[config.mk]
export PLATFORM = sky130hd
export DESIGN_NAME = kyber_ct_byte_tx
export DESIGN_NICKNAME = d
export VERILOG_FILES = /design/src/rtl/kyber_ct_byte_tx.sv
export SDC_FILE = /design/constraint.sdc
export NUM_CORES = 1
export LEC_CHECK = 0
export CAP_MARGIN = 20
export CORE_ASPECT_RATIO = 0.6
export CORE_UTILIZATION = 60
export CTS_BUF_LIST = sky130_fd_sc_hd__clkbuf_8
export CTS_CLUSTER_DIAMETER = 30
export DETAILED_ROUTE_END_ITERATION = 7
export PLACE_DENSITY = 0.8
export SLEW_MARGIN = 20
export SYNTH_ARGS = -nofsm -noshare
export SYNTH_HDL_FRONTEND = slang
export SYNTH_SLANG_ARGS = --single-unit
[constraint.sdc]
create_clock -name clk -period 8.8 [get_ports clk]
set_clock_uncertainty 0.1 [all_clocks]
set_input_delay 0.88 -clock clk [delete_from_list [all_inputs] [get_ports clk]]
set_output_delay 0.88 -clock clk [all_outputs]
set_load 0.01 [all_outputs]
[src/rtl/kyber_ct_byte_tx.sv]
`default_nettype none
// ============================================================================
// Module   : kyber_ct_byte_tx
// Purpose  : Packs compressed Kyber ciphertext coefficients (u then v) into
//            little-endian bytes and streams them out through a byte FIFO.
//            Define KYBER_CT_CHECKSUM_EN to add the ct_xor running checksum.
// Revision : 1.0 - initial release
// ============================================================================
module kyber_ct_byte_tx #(
    parameter int DEPTH = 8,
    parameter int K     = 3,
    parameter int DU    = 10,
    parameter int DV    = 4
) (
    input  logic        clk,
    input  logic        reset,
    input  logic        set,
    input  logic [15:0] comp_din,
    input  logic        comp_valid,
    output logic        comp_ready,
    input  logic        readout,
    output logic        readout_ok,
    output logic [7:0]  kyber_dout,
    output logic [15:0] kyber_out_index,
    output logic [3:0]  output_type,
    output logic        full_out,
`ifdef KYBER_CT_CHECKSUM_EN
    output logic [7:0]  ct_xor,
`endif
    output logic        done
);

    localparam int          AW        = $clog2(DEPTH);
    localparam logic [AW:0] C_DEPTH   = DEPTH[AW:0];
    localparam logic [15:0] C_U_COEFS = 16'(K * 256);
    localparam logic [15:0] C_V_COEFS = 16'd256;
    localparam logic [15:0] C_U_BYTES = 16'(K * 32 * DU);
    localparam logic [15:0] C_TOTAL   = 16'(K * 32 * DU + 32 * DV);
    localparam logic [15:0] C_MASK_U  = 16'((32'd1 << DU) - 32'd1);
    localparam logic [15:0] C_MASK_V  = 16'((32'd1 << DV) - 32'd1);

    typedef enum logic [2:0] {
        S_IDLE   = 3'd0,
        S_PACK_U = 3'd1,
        S_PACK_V = 3'd2,
        S_DRAIN  = 3'd3,
        S_DONE   = 3'd4
    } state_t;

    state_t        state_q, state_d;
    logic [23:0]   acc_q, acc_d;
    logic [4:0]    acc_cnt_q, acc_cnt_d;
    logic [15:0]   coef_cnt_q, coef_cnt_d;
    logic [15:0]   push_cnt_q, push_cnt_d;
    logic [15:0]   idx_q, idx_d;
    logic [AW-1:0] wr_ptr_q, wr_ptr_d;
    logic [AW-1:0] rd_ptr_q, rd_ptr_d;
    logic [AW:0]   fcnt_q, fcnt_d;
    logic          comp_ready_q, comp_ready_d;
    logic          done_q;
    // Each entry: bit 8 marks a v byte, bits 7:0 the ciphertext byte.
    logic [8:0]    mem_q [DEPTH];
`ifdef KYBER_CT_CHECKSUM_EN
    logic [7:0]    ct_xor_q, ct_xor_d;
`endif

    logic          w_pack_q, w_pack_d, w_accept, w_emit, w_pop;
    logic [4:0]    w_width;
    logic [15:0]   w_coef;
    logic [8:0]    w_head;

    assign w_pack_q = (state_q == S_PACK_U) || (state_q == S_PACK_V);
    assign w_pack_d = (state_d == S_PACK_U) || (state_d == S_PACK_V);
    assign w_width  = (state_q == S_PACK_V) ? 5'(DV) : 5'(DU);
    assign w_coef   = comp_din & ((state_q == S_PACK_V) ? C_MASK_V : C_MASK_U);
    assign w_accept = comp_valid && comp_ready_q;
    assign w_emit   = (w_pack_q || (state_q == S_DRAIN)) && (acc_cnt_q >= 5'd8)
                      && (fcnt_q != C_DEPTH);
    assign w_pop    = readout && (fcnt_q != '0);
    assign w_head   = mem_q[rd_ptr_q];

    always_comb begin
        state_d    = state_q;
        acc_d      = acc_q;
        acc_cnt_d  = acc_cnt_q;
        coef_cnt_d = coef_cnt_q;
        push_cnt_d = push_cnt_q;
        idx_d      = idx_q;
        wr_ptr_d   = wr_ptr_q;
        rd_ptr_d   = rd_ptr_q;
        fcnt_d     = fcnt_q;
`ifdef KYBER_CT_CHECKSUM_EN
        ct_xor_d   = ct_xor_q;
`endif

        // comp_ready is only high while acc_cnt < 8, so accept excludes emit.
        if (w_accept) begin
            acc_d     = acc_q | (24'(w_coef) << acc_cnt_q);
            acc_cnt_d = acc_cnt_q + w_width;
        end else if (w_emit) begin
            acc_d     = acc_q >> 8;
            acc_cnt_d = acc_cnt_q - 5'd8;
        end

        if (w_emit) begin
            wr_ptr_d   = wr_ptr_q + 1'b1;
            push_cnt_d = push_cnt_q + 16'd1;
        end
        if (w_pop) begin
            rd_ptr_d = rd_ptr_q + 1'b1;
            idx_d    = idx_q + 16'd1;
`ifdef KYBER_CT_CHECKSUM_EN
            ct_xor_d = ct_xor_q ^ w_head[7:0];
`endif
        end
        case ({w_emit, w_pop})
            2'b10:   fcnt_d = fcnt_q + 1'b1;
            2'b01:   fcnt_d = fcnt_q - 1'b1;
            default: fcnt_d = fcnt_q;
        endcase

        case (state_q)
            S_IDLE: begin
                acc_d      = '0;
                acc_cnt_d  = '0;
                coef_cnt_d = '0;
                push_cnt_d = '0;
                idx_d      = '0;
                wr_ptr_d   = '0;
                rd_ptr_d   = '0;
                fcnt_d     = '0;
`ifdef KYBER_CT_CHECKSUM_EN
                ct_xor_d   = '0;
`endif
                if (set) state_d = S_PACK_U;
            end
            S_PACK_U: begin
                if (w_accept) begin
                    if (coef_cnt_q == C_U_COEFS - 16'd1) begin
                        state_d    = S_PACK_V;
                        coef_cnt_d = '0;
                    end else begin
                        coef_cnt_d = coef_cnt_q + 16'd1;
                    end
                end
            end
            S_PACK_V: begin
                if (w_accept) begin
                    if (coef_cnt_q == C_V_COEFS - 16'd1) begin
                        state_d    = S_DRAIN;
                        coef_cnt_d = '0;
                    end else begin
                        coef_cnt_d = coef_cnt_q + 16'd1;
                    end
                end
            end
            S_DRAIN: begin
                if (idx_d == C_TOTAL) state_d = S_DONE;
            end
            S_DONE: begin
                if (!set) state_d = S_IDLE;
            end
            default: state_d = S_IDLE;
        endcase

        comp_ready_d = w_pack_q && w_pack_d && (acc_cnt_d < 5'd8);
    end

    always_ff @(posedge clk or posedge reset) begin
        if (reset) begin
            state_q      <= S_IDLE;
            acc_q        <= '0;
            acc_cnt_q    <= '0;
            coef_cnt_q   <= '0;
            push_cnt_q   <= '0;
            idx_q        <= '0;
            wr_ptr_q     <= '0;
            rd_ptr_q     <= '0;
            fcnt_q       <= '0;
            comp_ready_q <= 1'b0;
            done_q       <= 1'b0;
            for (int i = 0; i < DEPTH; i++) mem_q[i] <= '0;
`ifdef KYBER_CT_CHECKSUM_EN
            ct_xor_q     <= '0;
`endif
        end else begin
            state_q      <= state_d;
            acc_q        <= acc_d;
            acc_cnt_q    <= acc_cnt_d;
            coef_cnt_q   <= coef_cnt_d;
            push_cnt_q   <= push_cnt_d;
            idx_q        <= idx_d;
            wr_ptr_q     <= wr_ptr_d;
            rd_ptr_q     <= rd_ptr_d;
            fcnt_q       <= fcnt_d;
            comp_ready_q <= comp_ready_d;
            done_q       <= (state_d == S_DONE);
            if (w_emit) mem_q[wr_ptr_q] <= {(push_cnt_q >= C_U_BYTES), acc_q[7:0]};
`ifdef KYBER_CT_CHECKSUM_EN
            ct_xor_q     <= ct_xor_d;
`endif
        end
    end

    assign comp_ready      = comp_ready_q;
    assign readout_ok      = (fcnt_q != '0);
    assign kyber_dout      = readout_ok ? w_head[7:0] : 8'h00;
    assign kyber_out_index = idx_q;
    assign output_type     = !readout_ok ? 4'd0 : (w_head[8] ? 4'd2 : 4'd1);
    assign full_out        = readout_ok && (idx_q == C_TOTAL - 16'd1);
    assign done            = done_q;
`ifdef KYBER_CT_CHECKSUM_EN
    assign ct_xor          = ct_xor_q;
`endif

endmodule
`default_nettype wire

==> out/metrics.csv, run 1 <==
metric;value;unit
final period utilization;0.5273;
RR Endpoint;fcnt_q[3]$_DFFE_PP0P_;
Slew @ Worst Pin;1.086;ns
DRC;0;
worst r2r path cells;12;
Total Routing Usage GR;0.2816;
ys flop type;dfrtp_1;
Starting Density;0.6192;
Syn Area/Cell;10.50;um2
Max Buffers Root-to-Sink;2;
# Max-Cap Violations;0;
worst min-delay path category;reg2reg;
relative slew slack;0.2719;
WP data arrival;4.91;ns
Hold Fails Final Rpt;0;
Die ar.;14680;um2
Routed WL;19.37;mm
global-route wire length before repair;31.82;mm
Seq/Total Area, Yosys;0.4791;
fill cell count;1009;
antenna cells;0;
vias in the first global route;6312;
Final min period;4.641;ns
Syn-to-layout area delta;11.13;%
final non-filler cell area;9460;um2
Antenna Violating Nets Remaining;0;
Hold-fix buffers, CTS;0;
CTS buffer count;17;
WHS Endpoint;mem_q[62]$_DFFE_PP0P_;
run status;finished clean;
RSZ-0062 raised after global routing;no;
cell count of the worst hold path;2;
# clock sinks;163;
Async SR Flop Fraction;1.000;
#FFs+latches synth;163;
Synth area leader;dfrtp_1;
Setup TNS Final;0;ns
Vias;6477;
mapped cell area;8513;um2
Synth Instances;811;
largest net degree at the start of global routing;91;
clk slew on worst S/H paths;0.09;ns
Hold Slack;0.3906;ns
share of layout cells above drive strength 1;0.1625;
CTS tree;done;
R2R Setup Slk;4.16;ns
critical path launch point;acc_cnt_q[3]$_DFF_PP0_;
Via density;6.222;
Die X;155.8;um
area fraction of the dominant cell type after synthesis;0.4791;
Max Fclk;215.5;MHz
Top Ports;53;
Final nets;872;
multi-input combinational cell area;4184;um2
initial drt markers;660;
initial antenna violation count;0;
Detailed Routing Iterations Pass 1;7;
Max VDD drop;88.75;uV
CTS H-Tree Depth;4;
row count;33;
endpoint class of the critical path;flop;
Gates resized, CTS repair;0;
DPL Wire Length;13.35;mm
Crit Path Class;reg2reg;
routed len/inst;18.61;um
Sequential Area;4079;um2
Post-synth EDFFs;0;
crit-path max FO;15;
Final Wtd Congestion;0.9149;
Yosys cell types;64;
PwrDens;178.7;nW/um2
Hold Startpoint;mem_q[62]$_DFFE_PP0P_;
Synth warnings;0;
final core utilization;0.6881;
top post-synthesis cells by area;dfrtp_1 48%, mux2_2 8.5%, mux4_2 4.8%;
Overflow after GRT;0;
Pleak;4.286;nW
Final Max Slew Viols;0;
reg2reg start;acc_cnt_q[3]$_DFF_PP0_;
PortBufs;44;
Final setup viols;0;
Die Ht;94.27;um
area of placed instances;9060;um2
Post-CTS Setup Bufs;0;
core footprint;13750;um2
CP Data Required Time;9.07;ns
Worst Setup Start Kind;flop;
worst skew pair latency;0.45;ns
Clk Tree Root Cell;clkbuf_8;
==> report_power, final <==
part / leakage, nW / internal, mW / total [mW] / switching, mW
clock network: 0.202 / 0.245 / 0.540 / 0.295
logic: 1.89 / 0.143 / 0.283 / 0.141
registers: 2.20 / 0.777 / 0.867 / 0.0897
total: 4.29 / 1.16 / 1.69 / 0.526
==> kinds of logic (layout without fill, tap and decap cells) <==
kind of cell | Yosys count | after routing | share of synthesized area
XOR/XNOR | 48 | 48 | 0.04938
AND/OR/NAND/NOR | 287 | 287 | 0.1590
adder cells (fa/ha/maj) | 16 | 16 | 0.02499
flip-flops | 163 | 163 | 0.4791
multiplexers | 100 | 100 | 0.1534
AO/OA/AOI/OAI | 130 | 130 | 0.1008
other | 1 | 2 | 0.0004405
buffers and inverters | 66 | 103 | 0.03277
==> per-stage QoR <==
stage | total power, mW | std cells | setup slack (ns)
2_1_floorplan | 1.067 | 812 | 3.415
3_3_place_gp | 1.150 | 1009 | 4.522
3_5_place_dp | 1.168 | 1009 | 4.359
4_1_cts | 1.696 | 1041 | 4.297
5_1_grt | 1.762 | 1041 | 4.026
6_report | 1.690 | 1041 | 4.159
==> registers in the layout (all words and copies together) (netlist names), 4 cells and up <==
signal           flops
kyber_out_index     16
fcnt_q               4
mem_q               72
acc_q               24
coef_cnt_q          16
acc_cnt_q            4
push_cnt_q          16
==> worst max-delay path by stage <==
stage,slack (ns),end
3_5_place_dp,4.36,fcnt_q[3]$_DFFE_PP0P_
6_report,4.16,fcnt_q[3]$_DFFE_PP0P_
2_1_floorplan,3.42,acc_cnt_q[1]$_DFFE_PP0P_
3_3_place_gp,4.52,fcnt_q[3]$_DFFE_PP0P_
4_1_cts,4.30,fcnt_q[3]$_DFFE_PP0P_
5_1_grt,4.03,fcnt_q[3]$_DFFE_PP0P_
==> synthesized netlist by cell type, types with 3 or more instances <==
library cell / count
ha_1: 13
dfrtp_1: 163
clkbuf_1: 34
o22ai_1: 6
nand3_1: 21
nor3b_1: 3
o32a_1: 3
buf_6: 3
o21ai_0: 40
nor2_1: 100
nor4_1: 13
a211oi_1: 6
or3_1: 8
a2bb2oi_1: 3
and3_1: 10
a211o_1: 4
a21o_1: 7
a22oi_1: 5
inv_1: 18
mux2i_1: 18
mux2_2: 64
mux4_2: 18
nand3b_1: 3
nand2b_1: 5
xnor2_1: 23
nor3_1: 34
nor4b_1: 3
and2_1: 6
a21oi_1: 34
nand4_1: 10
a41oi_1: 3
buf_1: 4
nand2_1: 61
xor2_1: 25
==> placed cells by master (no fill, tap or decap), types with 3 or more instances in the layout <==
master and n:
nand2b_1 5, a41oi_1 3, xnor2_1 23, a21o_1 7
mux4_2 18, nand3b_1 3, clkinv_4 3, and3_1 10
nand4_1 10, nor4b_1 3, o21ai_0 40, buf_4 4
nor4_1 11, mux2_2 64, clkbuf_8 19, mux2i_1 18
nand2_1 61, inv_1 18, dfrtp_1 163, nor3_2 3
nor3_1 33, nand3_1 21, nor2_1 99, and2_1 6
a211o_1 4, inv_6 4, clkdlybuf4s50_1 44, o32a_1 3
xor2_1 25, a211oi_1 6, a21oi_1 34, a2bb2oi_1 3
ha_1 13, or3_1 8, a22oi_1 5, o22ai_1 6
==> per-layer routing <==
| metal | vias to the layer above | global-route usage | wire (um) |
|---|---|---|---|
| met2 | 269 | 0.4390 | 9017 |
| met4 | 0 | 0.08252 | 265 |
| met3 | 32 | 0.05120 | 1380 |
| met5 | - | 0 | 0 |
| li1 | 2944 | - | - |
| met1 | 3232 | 0.4046 | 8707 |
==> final cells by class <==
type	instances	area share
Clock buffer	19	0.02764
Clock inverter	13	0.01336
Inverter	22	0.009258
Multi-Input combinational cell	583	0.4423
Sequential cell	163	0.4312
Tap cell	192	0.02539
Timing Repair Buffer	49	0.05092
==> critical path, stage by stage, from the launching register on <==
cell and delay [ns]:
dfrtp_1 0.69, clkinv_1 0.44, ha_1 0.33, or2_2 0.33
a211oi_2 0.82, inv_2 0.30, ha_1 0.34, ha_1 0.30
a21o_2 0.21, a21oi_1 0.17, xnor2_1 0.09, or3_1 0.30
a21oi_1 0.15
Power figures use the tool's default switching activity.
==> inputs of run 2 (changes only) <==
Clock period 8.8 ns to 4.8 ns, I/O delays scaled along.
==> run 2 against run 1 <==
  * The flow now finishes with violations (design-rule violations)
  * Count of clock-buffer cells in the layout fell by 2
  * Global-route usage rose by 0.12 points
  * Combinational power rose by 76%
  * Worst hold slack improved by 0.0053 ns
  * Fmax rose by 18%
==> out/metrics.csv, run 2 (synthesized netlist as in run 1, its figures left out) <==
metric;value;unit
run status;finished, violations left;
failing checks;design-rule violations;
Starting Density;0.6192;
WP data arrival;4.24;ns
Detailed Routing Iterations Pass 1;8;
Final setup viols;0;
worst min-delay path category;reg2reg;
Final nets;874;
# clock sinks;163;
Comb power frac;0.157;
Sw Pwr;1.037;mW
final period utilization;0.8213;
Int Power;2.131;mW
CTS buffer count;17;
clk slew on worst S/H paths;0.09;ns
Die X;155.8;um
RSZ-0062 raised after global routing;no;
Max Fclk;253.7;MHz
Pleak;4.308;nW
CTS H-Tree Depth;4;
PortBufs;44;
Max Buffers Root-to-Sink;2;
Top Ports;53;
Total Routing Usage GR;0.2828;
commonest non-fill, non-tap cell in the layout;dfrtp_1;
Hold Fails Final Rpt;0;
Slew @ Worst Pin;1.043;ns
Final min period;3.942;ns
Overflow after GRT;0;
initial antenna violation count;0;
routed len/inst;18.65;um
Sw Ratio;0.3274;
Via density;6.302;
Final Max Slew Viols;0;
Crit Path Class;reg2reg;
Post-CTS Setup Bufs;0;
Clk Tree Root Cell;clkbuf_8;
biggest regs;mem_q x72, acc_q x24;
Die ar.;14680;um2
initial drt markers;802;
Seq pwr share;0.512;
Gates resized, CTS repair;0;
core footprint;13750;um2
Routed WL;19.46;mm
row count;33;
share of layout cells above drive strength 1;0.1633;
Pwr Total;3.168;mW
global-route wire length before repair;31.80;mm
Max VDD drop;198.1;uV
DPL Wire Length;13.01;mm
Worst Setup Start Kind;flop;
vias in the first global route;6301;
most frequent cells in the layout;163 x dfrtp_1, 100 x nor2_1, 64 x mux2_2, 61 x nand2_1, 44 x clkdlybuf4s50_1;
worst skew pair latency;0.47;ns
Hold-fix buffers, CTS;0;
CTS tree;done;
PwrDens;333.3;nW/um2
relative slew slack;0.3044;
Antenna Violating Nets Remaining;0;
largest net degree at the start of global routing;164;
Final Wtd Congestion;0.9158;
Setup TNS Final;0;ns
endpoint class of the critical path;flop;
antenna cells;0;
max reg flops;72;
crit-path max FO;15;
CP Data Required Time;5.09;ns
clock share of power;0.331;
Syn-to-layout area delta;11.63;%
Die Ht;94.27;um
DRC;3;
Vias;6573;
most flop-heavy register;mem_q;
# Max-Cap Violations;0;
## run 2: changes by cell type in the layout (fill, tap and decap cells not counted), sizes merged
cell    before  now
inv         26   31
clkinv       7    4
buf          5    7
clkbuf      19   17
## run 2: worst max-delay path, cell delays in order (launching register included)
cell and delay (ns):
dfrtp_1 0.67, clkinv_1 0.43, ha_1 0.34, or2_2 0.33, a211oi_2 0.14, buf_4 0.24
inv_2 0.14, ha_1 0.27, ha_1 0.29, a21o_2 0.21, a21oi_1 0.17, xnor2_1 0.09
or3_1 0.30, a21oi_1 0.14
## run 2: cell type report
type                    count  area, um2
clock buffers              17      234.0
clock inverters            15      175.2
fillers                   988       4247
inverters                  22      86.33
multi-input cells         583       4183
flip-flops and latches    163       4079
well taps                 192      240.2
repair buffers             51      505.5
## run 2: routing by layer
layer	up-vias	GRT usage	wire, um
met3	53	0.07011	1579
met2	329	0.4271	8894
met4	0	0.07598	322
met1	3245	0.4071	8658
li1	2946	-	-
met5	-	0	0
## run 2: through the flow
step | setup slack [ns] | cell area [um2] | hold slack (ns) | utilization | instances
6_report | 0.8579 | 9503 | 0.3960 | 0.6911 | 1043
5_1_grt | 0.6253 | 9503 | 0.4221 | 0.6911 | 1043
4_1_cts | 0.9879 | 9490 | 0.3974 | 0.6902 | 1043
3_5_place_dp | 1.041 | 9081 | 0.3762 | 0.6605 | 1011
3_3_place_gp | 1.103 | 9081 | 0.3580 | 0.6605 | 1011
2_1_floorplan | 1.658 | 8521 | 0.3446 | - | 812
## run 2: worst paths after layout
| path | slack [ns] | from | to | depth (start not counted) |
|---|---|---|---|---|
| worst max-delay path | 0.86 | acc_cnt_q[3]$_DFF_PP0_ | fcnt_q[3]$_DFFE_PP0P_ | 13 |
| worst min-delay path | 0.40 | mem_q[35]$_DFFE_PP0P_ | mem_q[35]$_DFFE_PP0P_ | 2 |
| worst max register to register | 0.86 | acc_cnt_q[3]$_DFF_PP0_ | fcnt_q[3]$_DFFE_PP0P_ | 13 |
| worst min register to register | 0.40 | mem_q[35]$_DFFE_PP0P_ | mem_q[35]$_DFFE_PP0P_ | 2 |
| max in group asynchronous | 3.47 | reset | kyber_out_index[11]$_DFF_PP0_ | 3 |
| min in group asynchronous | 0.47 | reset | coef_cnt_q[14]$_DFFE_PP0P_ | 3 |
## run 2: power groups by stage
stage / sequential [mW] / clock, mW / combinational (mW)
4_1_cts: 1.62 / 1.06 / 0.501
3_5_place_dp: 1.64 / 0 / 0.497
5_1_grt: 1.64 / 1.11 / 0.546
6_report: 1.62 / 1.05 / 0.498
3_3_place_gp: 1.64 / 0 / 0.476
2_1_floorplan: 1.53 / 0 / 0.429
